File: src/rtl/sel_mux_pipe.sv
// sel_mux_pipe: N:1 select multiplexer feeding a registered ready/valid
// output stage backed by a one-beat skid register. The select is resolved
// when a beat is accepted, so later input changes never affect stored beats.
// An out-of-range select yields FILL and raises a sticky error flag.
module sel_mux_pipe #(
  parameter int              WIDTH  = 5,
  parameter int              NUM_IN = 3,
  parameter int              SELW   = 2,
  parameter logic [WIDTH-1:0] FILL  = {WIDTH{1'b0}}
) (
  input  logic                    clk,
  input  logic                    rst,
  input  logic [NUM_IN*WIDTH-1:0] in_data,
  input  logic [SELW-1:0]         in_sel,
  input  logic                    in_valid,
  output logic                    in_ready,
  output logic [WIDTH-1:0]        out_data,
  output logic [SELW-1:0]         out_sel,
  output logic                    out_valid,
  input  logic                    out_ready,
  output logic                    sel_err,
  input  logic                    err_clr
);

  typedef enum logic [1:0] {
    ST_EMPTY = 2'd0,
    ST_ONE   = 2'd1,
    ST_TWO   = 2'd2
  } state_t;

  // True when the select does not address an existing channel.
  function automatic logic sel_illegal(input logic [SELW-1:0] sel);
    return (int'(sel) >= NUM_IN);
  endfunction

  // Picks the addressed channel, or FILL when the select is out of range.
  function automatic logic [WIDTH-1:0] select_word(
    input logic [NUM_IN*WIDTH-1:0] data,
    input logic [SELW-1:0]         sel
  );
    logic [WIDTH-1:0] word;
    word = FILL;
    for (int k = 0; k < NUM_IN; k++) begin
      if (int'(sel) == k) begin
        word = data[k*WIDTH +: WIDTH];
      end
    end
    return word;
  endfunction

  state_t           state_r;
  state_t           state_nxt_s;
  logic             in_ready_r;
  logic             out_valid_r;
  logic [WIDTH-1:0] main_data_r;
  logic [SELW-1:0]  main_sel_r;
  logic [WIDTH-1:0] skid_data_r;
  logic [SELW-1:0]  skid_sel_r;
  logic             sel_err_r;

  logic             accept_s;
  logic             pop_s;
  logic [WIDTH-1:0] in_word_s;
  logic             load_main_s;
  logic             load_skid_s;
  logic             main_from_skid_s;

  assign accept_s = in_valid && in_ready_r;
  assign pop_s    = out_valid_r && out_ready;

  // Resolve the selected word for the beat currently presented upstream.
  always_comb begin
    in_word_s = select_word(in_data, in_sel);
  end

  // Next-state and storage-control decode for the EMPTY/ONE/TWO occupancy FSM.
  always_comb begin
    state_nxt_s      = state_r;
    load_main_s      = 1'b0;
    load_skid_s      = 1'b0;
    main_from_skid_s = 1'b0;
    case (state_r)
      ST_EMPTY: begin
        if (accept_s) begin
          load_main_s = 1'b1;
          state_nxt_s = ST_ONE;
        end else begin
          state_nxt_s = ST_EMPTY;
        end
      end
      ST_ONE: begin
        if (accept_s && pop_s) begin
          load_main_s = 1'b1;
          state_nxt_s = ST_ONE;
        end else if (accept_s) begin
          load_skid_s = 1'b1;
          state_nxt_s = ST_TWO;
        end else if (pop_s) begin
          state_nxt_s = ST_EMPTY;
        end else begin
          state_nxt_s = ST_ONE;
        end
      end
      ST_TWO: begin
        if (pop_s) begin
          main_from_skid_s = 1'b1;
          state_nxt_s      = ST_ONE;
        end else begin
          state_nxt_s = ST_TWO;
        end
      end
      default: begin
        state_nxt_s = ST_EMPTY;
      end
    endcase
  end

  // State register plus flopped handshake outputs derived from the next state.
  always_ff @(posedge clk) begin
    if (rst) begin
      state_r     <= ST_EMPTY;
      out_valid_r <= 1'b0;
      in_ready_r  <= 1'b1;
    end else begin
      state_r     <= state_nxt_s;
      out_valid_r <= (state_nxt_s != ST_EMPTY);
      in_ready_r  <= (state_nxt_s != ST_TWO);
    end
  end

  // Main and skid data registers; main refills from skid when draining TWO.
  always_ff @(posedge clk) begin
    if (rst) begin
      main_data_r <= {WIDTH{1'b0}};
      main_sel_r  <= {SELW{1'b0}};
      skid_data_r <= {WIDTH{1'b0}};
      skid_sel_r  <= {SELW{1'b0}};
    end else begin
      if (main_from_skid_s) begin
        main_data_r <= skid_data_r;
        main_sel_r  <= skid_sel_r;
      end else if (load_main_s) begin
        main_data_r <= in_word_s;
        main_sel_r  <= in_sel;
      end else begin
        main_data_r <= main_data_r;
        main_sel_r  <= main_sel_r;
      end
      if (load_skid_s) begin
        skid_data_r <= in_word_s;
        skid_sel_r  <= in_sel;
      end else begin
        skid_data_r <= skid_data_r;
        skid_sel_r  <= skid_sel_r;
      end
    end
  end

  // Sticky select-error flag; a new illegal accept beats a simultaneous clear.
  always_ff @(posedge clk) begin
    if (rst) begin
      sel_err_r <= 1'b0;
    end else if (accept_s && sel_illegal(in_sel)) begin
      sel_err_r <= 1'b1;
    end else if (err_clr) begin
      sel_err_r <= 1'b0;
    end else begin
      sel_err_r <= sel_err_r;
    end
  end

  assign in_ready  = in_ready_r;
  assign out_valid = out_valid_r;
  assign out_data  = main_data_r;
  assign out_sel   = main_sel_r;
  assign sel_err   = sel_err_r;

endmodule

File: config.mk
export PLATFORM = sky130hd
export DESIGN_NAME = sel_mux_pipe
export DESIGN_NICKNAME = d
export VERILOG_FILES = /design/src/rtl/sel_mux_pipe.sv
export SDC_FILE = /design/constraint.sdc
export NUM_CORES = 1
export LEC_CHECK = 0
export CAP_MARGIN = 20
export CORE_MARGIN = 2
export CORE_UTILIZATION = 45
export CTS_CLUSTER_DIAMETER = 40
export DETAILED_ROUTE_END_ITERATION = 7
export MAX_ROUTING_LAYER = met4
export PLACE_DENSITY = 0.79
export SLEW_MARGIN = 30
export SYNTH_ARGS = -nofsm -noshare
export SYNTH_HDL_FRONTEND = slang
export SYNTH_SLANG_ARGS = --single-unit
File: constraint.sdc
create_clock -name clk -period 2.9 [get_ports clk]
set_clock_uncertainty 0.15 [all_clocks]
set_input_delay 0.58 -clock clk [delete_from_list [all_inputs] [get_ports clk]]
set_output_delay 0.58 -clock clk [all_outputs]
set_load 0.005 [all_outputs]
==> impl_metrics.toml, run 1 <==
[run_status]
status = "complete, no violations"

[hold_path]
hold_end = "out_data[3]"
worstHoldStart = "out_data[3]"
hold_depth = 2
hp-class = "reg -> reg"

[cts]
post_cts_buffers = 0
tritoncts = "built"
cts-resized-gates = 0
htreeDepth = 1
cts.sinks = 19
path_clk_slew_ns = 0.10
cts_buffers = 3
clk_path_buf_depth = 2
cts-root-buf = "clkbuf_4"
clk_latency_ns = 0.29
postCtsHoldBufs = 0

[timing]
fin_setup_tns_ns = 0
post-route-min-period_ns = 2.111
timing.hold.ws_ns = 0.3088
rsz0062_at_grt = "false"
period_share_pct = 72.80
final-hold-violation-count = 0
finalSetupViolations = 0
slew_headroom_pct = 56.76
worst_pin_slew_ns = 0.6466
drv_slew = 0
max_freq_ghz = 0.4737

[floorplanning]
rows = 16
core-area_um2 = 2002
initial_core_util_pct = 48.87
die_h_um = 50.63
dieArea_um2 = 2563
io_pins = 32
die_w_um = 50.63

[yosys]
synthCells = 101
yosysUniqueCellTypes = 29
syn_area_um2 = 978.4
synth_top_family_by_area = "simple AND/OR/NAND/NOR gates"
synthXorXnorAreaFrac_pct = 0
synth_simple_gate_area_share_pct = 22.25
synthMuxAreaShare_pct = 14.45
yosys_register_bits = 19
synth_nets = 123
synth_fa_ha_area_share_pct = 0
yosysSeqAreaShare_pct = 38.87
ys.flop_type = "dfxtp_1"
avgSynthCellArea_um2 = 9.688
async_flop_share_pct = 0
synth_compound_area_share_pct = 19.44
synth-edff-count = 0
ys_warn_count = 0

[routing]
num_vias = 823
routed_wl_um = 2140
drt-vias-per-instance = 5.242
route.detailed.drc = 0
drt_iter0_drc = 21
ant_nets = 0
firstDrtPassIters = 5
post_drt_wl_per_cell_um = 13.63

[cells_and_area]
drive_gt1_share_pct = 6.154
fin_nets = 153
final_common_cell = "clkdlybuf4s50_1"
antenna_cells = 0
multi_input_area_um2 = 549.3
layout_common_cells = "clkdlybuf4s50_1, dfxtp_1, mux2i_1"
finalNonFillerCells = 157
regArea_um2 = 380.4
filler_cell_count = 173
area_growth_pct = 33.25

[critical_path]
cp-end-kind = "register"
cp-start-kind = "input pin"
r2r_end = "out_data[0]"
worstPathCellList = "clkdlybuf4s50_1, and3b_1, and3_1, mux2i_1, nor2_1"
path_max_fanout = 7
arrival_ns = 2.12
path_delay_family = "simple AND/OR/NAND/NOR gates"
crit_buf_inv = 1
r2r-start = "state_r[1]"
critPathKind = "in -> reg"
crit_path_max_incr_delay_ns = 0.61
cp_slowest_cell = "clkdlybuf4s50_1"
rrSetupSlack_ns = 1.15
r2r_cells = 4
required_ns = 2.91

[place]
place_congestion = 0.7529
placedCellCount = 153
io_buffers = 31
dp_hpwl_um = 1549

[power]
ir_worst_vdd_v = 0.0003166
power_density_nw_per_um2 = 440.8
p_leak_uw = 0.0004851

[global_routing]
grt_max_degree = 19
grt_overflow = 0
grtUsageTotal_pct = 17.62
grt_pass1_vias = 768
antenna_found_initial = 0
grt_pass1_wl_um = 3477

[job]
cap_viol_max_count = 0
-- flip-flops by register name, indices dropped and copies added (netlist names) --
signal,cells
in_ready,1
out_data,5
out_sel,2
out_valid,1
sel_err,1
skid_data_r,5
skid_sel_r,2
state_r,2
-- synthesized netlist by cell type (2+ instances only) --
cell type / count / share of area, %
buf_6: 2 / 2.3
nand2_1: 11 / 4.2
nor2_1: 11 / 4.2
o2bb2ai_1: 5 / 4.5
buf_4: 2 / 1.5
and3_1: 2 / 1.3
nand2b_1: 4 / 2.6
mux2i_1: 13 / 13
dfxtp_1: 19 / 39
a311oi_1: 2 / 1.8
o211ai_1: 5 / 3.8
clkbuf_1: 2 / 0.77
a21oi_1: 6 / 3.1
or2b_1: 2 / 1.5
-- through the flow --
step | instance area [um^2] | setup slack, ns | power, uW | utilization (%)
3_5_place_dp | 1277 | 0.4866 | 447.2 | 63.81
4_1_cts | 1304 | 0.7975 | 577.4 | 65.13
2_1_floorplan | 978.4 | 1.323 | 380.9 | -
6_report | 1304 | 0.7889 | 574.7 | 65.13
3_3_place_gp | 1277 | 0.5392 | 443.8 | 63.81
5_1_grt | 1304 | 0.6652 | 599.8 | 65.13
-- worst max-delay path by stage --
stage | from | endpoint | slack [ns] | depth (start not counted)
finish | in_valid | skid_data_r[4] | 0.79 | 5
global route | in_valid | skid_data_r[4] | 0.67 | 5
CTS | in_valid | skid_data_r[4] | 0.80 | 5
detailed placement | in_valid | skid_data_r[4] | 0.49 | 5
global placement | in_valid | skid_data_r[3] | 0.54 | 5
floorplan | in_sel[0] | out_data[2] | 1.32 | 5
-- where the power goes --
part | switching, uW | internal [uW]
Combinational | 59.7 | 85.4
Clock | 79.6 | 53.4
Sequential | 16.2 | 280
-- worst register-to-register path: cells and delay by family (launching register included) --
family	cells	cell delay, ns
flip-flops	1	0.48
AND/OR/NAND/NOR	2	0.77
AO/OA/AOI/OAI	2	0.21
-- routing by layer --
metal | global-route usage, % | vias up | part of all wire, %
met2 | 25.44 | 22 | 41
met3 | 2.976 | 2 | 6.3
met5 | - | - | 0
met1 | 25.14 | 373 | 52
met4 | 5.405 | 0 | 0.70
li1 | - | 426 | -
-- cell families (layout without fill, tap and decap cells) --
family,Yosys count,in the layout
and+or+nand+nor,37,37
AOI/OAI and AO/OA,24,24
DFF,19,19
muxes,14,14
buffers and inverters,7,36
-- cell type report --
class,count,area share (%)
clock buffers,4,2.015
inverters,1,0.2879
multi-input cells,75,42.13
flip-flops and latches,19,29.17
well taps,27,2.591
repair buffers,31,23.80
Power figures use the tool's default switching activity.
==> inputs of run 2 (changes only) <==
- CORE_UTILIZATION: 45 -> 44
- PLACE_DENSITY: 0.79 -> 0.77
- clock period: 2.9 -> 1.98 ns (I/O delays scaled with it)
==> impl_metrics.toml, run 2 (same netlist as run 1, synthesis figures left out) <==
[timing]
max_freq_ghz = 0.5264
worst_pin_slew_ns = 0.4483
slew_headroom_pct = 70.11
timing.hold.ws_ns = 0.3078
final-hold-violation-count = 0
finalSetupViolations = 0
rsz0062_at_grt = "false"
period_share_pct = 95.95
drv_slew = 0
post-route-min-period_ns = 1.900

[cells_and_area]
finalNonFillerCells = 168
layout_common_cells = "clkdlybuf4s50_1, dfxtp_1, mux2i_1"
drive_gt1_share_pct = 12.86
antenna_cells = 0
fin_nets = 163
final_common_cell = "clkdlybuf4s50_1"
area_growth_pct = 41.05
design_area_um2 = 1380

[global_routing]
antenna_found_initial = 0
grt_overflow = 0
grt_pass1_wl_um = 3850
grtUsageTotal_pct = 20.20
grt_pass1_vias = 876
grt_max_degree = 11

[place]
place_congestion = 0.7873
io_buffers = 31
dpl_cell_area_um2 = 1354
dp_hpwl_um = 1814
placedCellCount = 164

[critical_path]
path_delay_family = "buffers and inverters"
crit_buf_inv = 1
crit_path_max_incr_delay_ns = 0.56
cp-start-kind = "register"
path_max_fanout = 6
critPathKind = "reg -> out"
worstPathCellList = "clkdlybuf4s50_1"
cp_slowest_cell = "clkdlybuf4s50_1"
arrival_ns = 1.35
required_ns = 1.43
cp-end-kind = "output port"

[cts]
cts-resized-gates = 0
cts-root-buf = "clkbuf_4"
postCtsHoldBufs = 0
cts_buffers = 3
post_cts_buffers = 0
htreeDepth = 1
tritoncts = "built"
path_clk_slew_ns = 0.10
clk_path_buf_depth = 2
cts.sinks = 19
clk_latency_ns = 0.30

[floorplanning]
initial_core_util_pct = 45.54
rows = 17
die_w_um = 51.16
core-area_um2 = 2148
dieArea_um2 = 2617
die_h_um = 51.16
io_pins = 32

[routing]
routed_wl_um = 2299
ant_nets = 0
drt-vias-per-instance = 5.167
num_vias = 868
route.detailed.drc = 0
drt_iter0_drc = 8
firstDrtPassIters = 6
post_drt_wl_per_cell_um = 13.68

[power]
power_density_nw_per_um2 = 621.2
p_leak_uw = 0.0005343
ir_worst_vdd_v = 0.0004405

[run_status]
status = "complete, no violations"

[hold_path]
hp-class = "reg -> reg"

[job]
cap_viol_max_count = 0
-- run 2: per-layer routing --
layer / up-vias / share of wire (%) / track usage [%]
met1: 402 / 45 / 24.45
met2: 18 / 49 / 32.25
met4: 0 / 1.5 / 9.459
met3: 4 / 4.4 / 4.094
li1: 444 / - / -
met5: - / 0 / -
-- run 2: worst min-delay path: stages, from the launching register on --
cell and delay (ns):
dfxtp_1 0.32, nand2_1 0.05, a21oi_1 0.05
-- run 2: worst paths after layout --
kind	end	slack, ns	cells past startpoint	startpoint
min reg2reg	out_data[1]	0.31	2	out_data[1]
max reg2reg	skid_data_r[0]	0.26	4	in_ready
min	out_data[1]	0.31	2	out_data[1]
max	in_ready	0.08	1	in_ready
-- run 2: per-stage QoR --
stage | power, uW | TNS, ns | utilization (%) | setup WS, ns
finish | 857.3 | 0 | 64.24 | 0.08027
global placement | 663.9 | -0.1028 | 63.02 | -0.01799
detailed placement | 670.9 | -0.6154 | 63.02 | -0.07252
CTS | 864.9 | 0 | 64.24 | 0.06964
floorplan | 557.9 | 0 | - | 0.5615
global route | 906.0 | 0 | 64.24 | 0.01789
-- run 2: power breakdown --
part | switching, uW | total [uW] | internal (uW)
Sequential | 23.3 | 434 | 410
Clock | 118 | 197 | 78.6
Combinational | 90.5 | 227 | 136
Total | 232 | 857 | 625
-- run 2: final cells by class --
class                      instances  area, um^2
clock buffer                       4       26.28
fill                             175       768.2
inverter                           1       3.754
multi-input combinational         75       549.3
sequential                        19       380.4
tap                               28       35.03
timing repair buffer              41       385.4
==> inputs of run 3 (changes only) <==
- GPL_ROUTABILITY_DRIVEN: not set -> 0
==> results of run 3 <==
The final DEF is identical to that of run 2; final timing and power are the same.
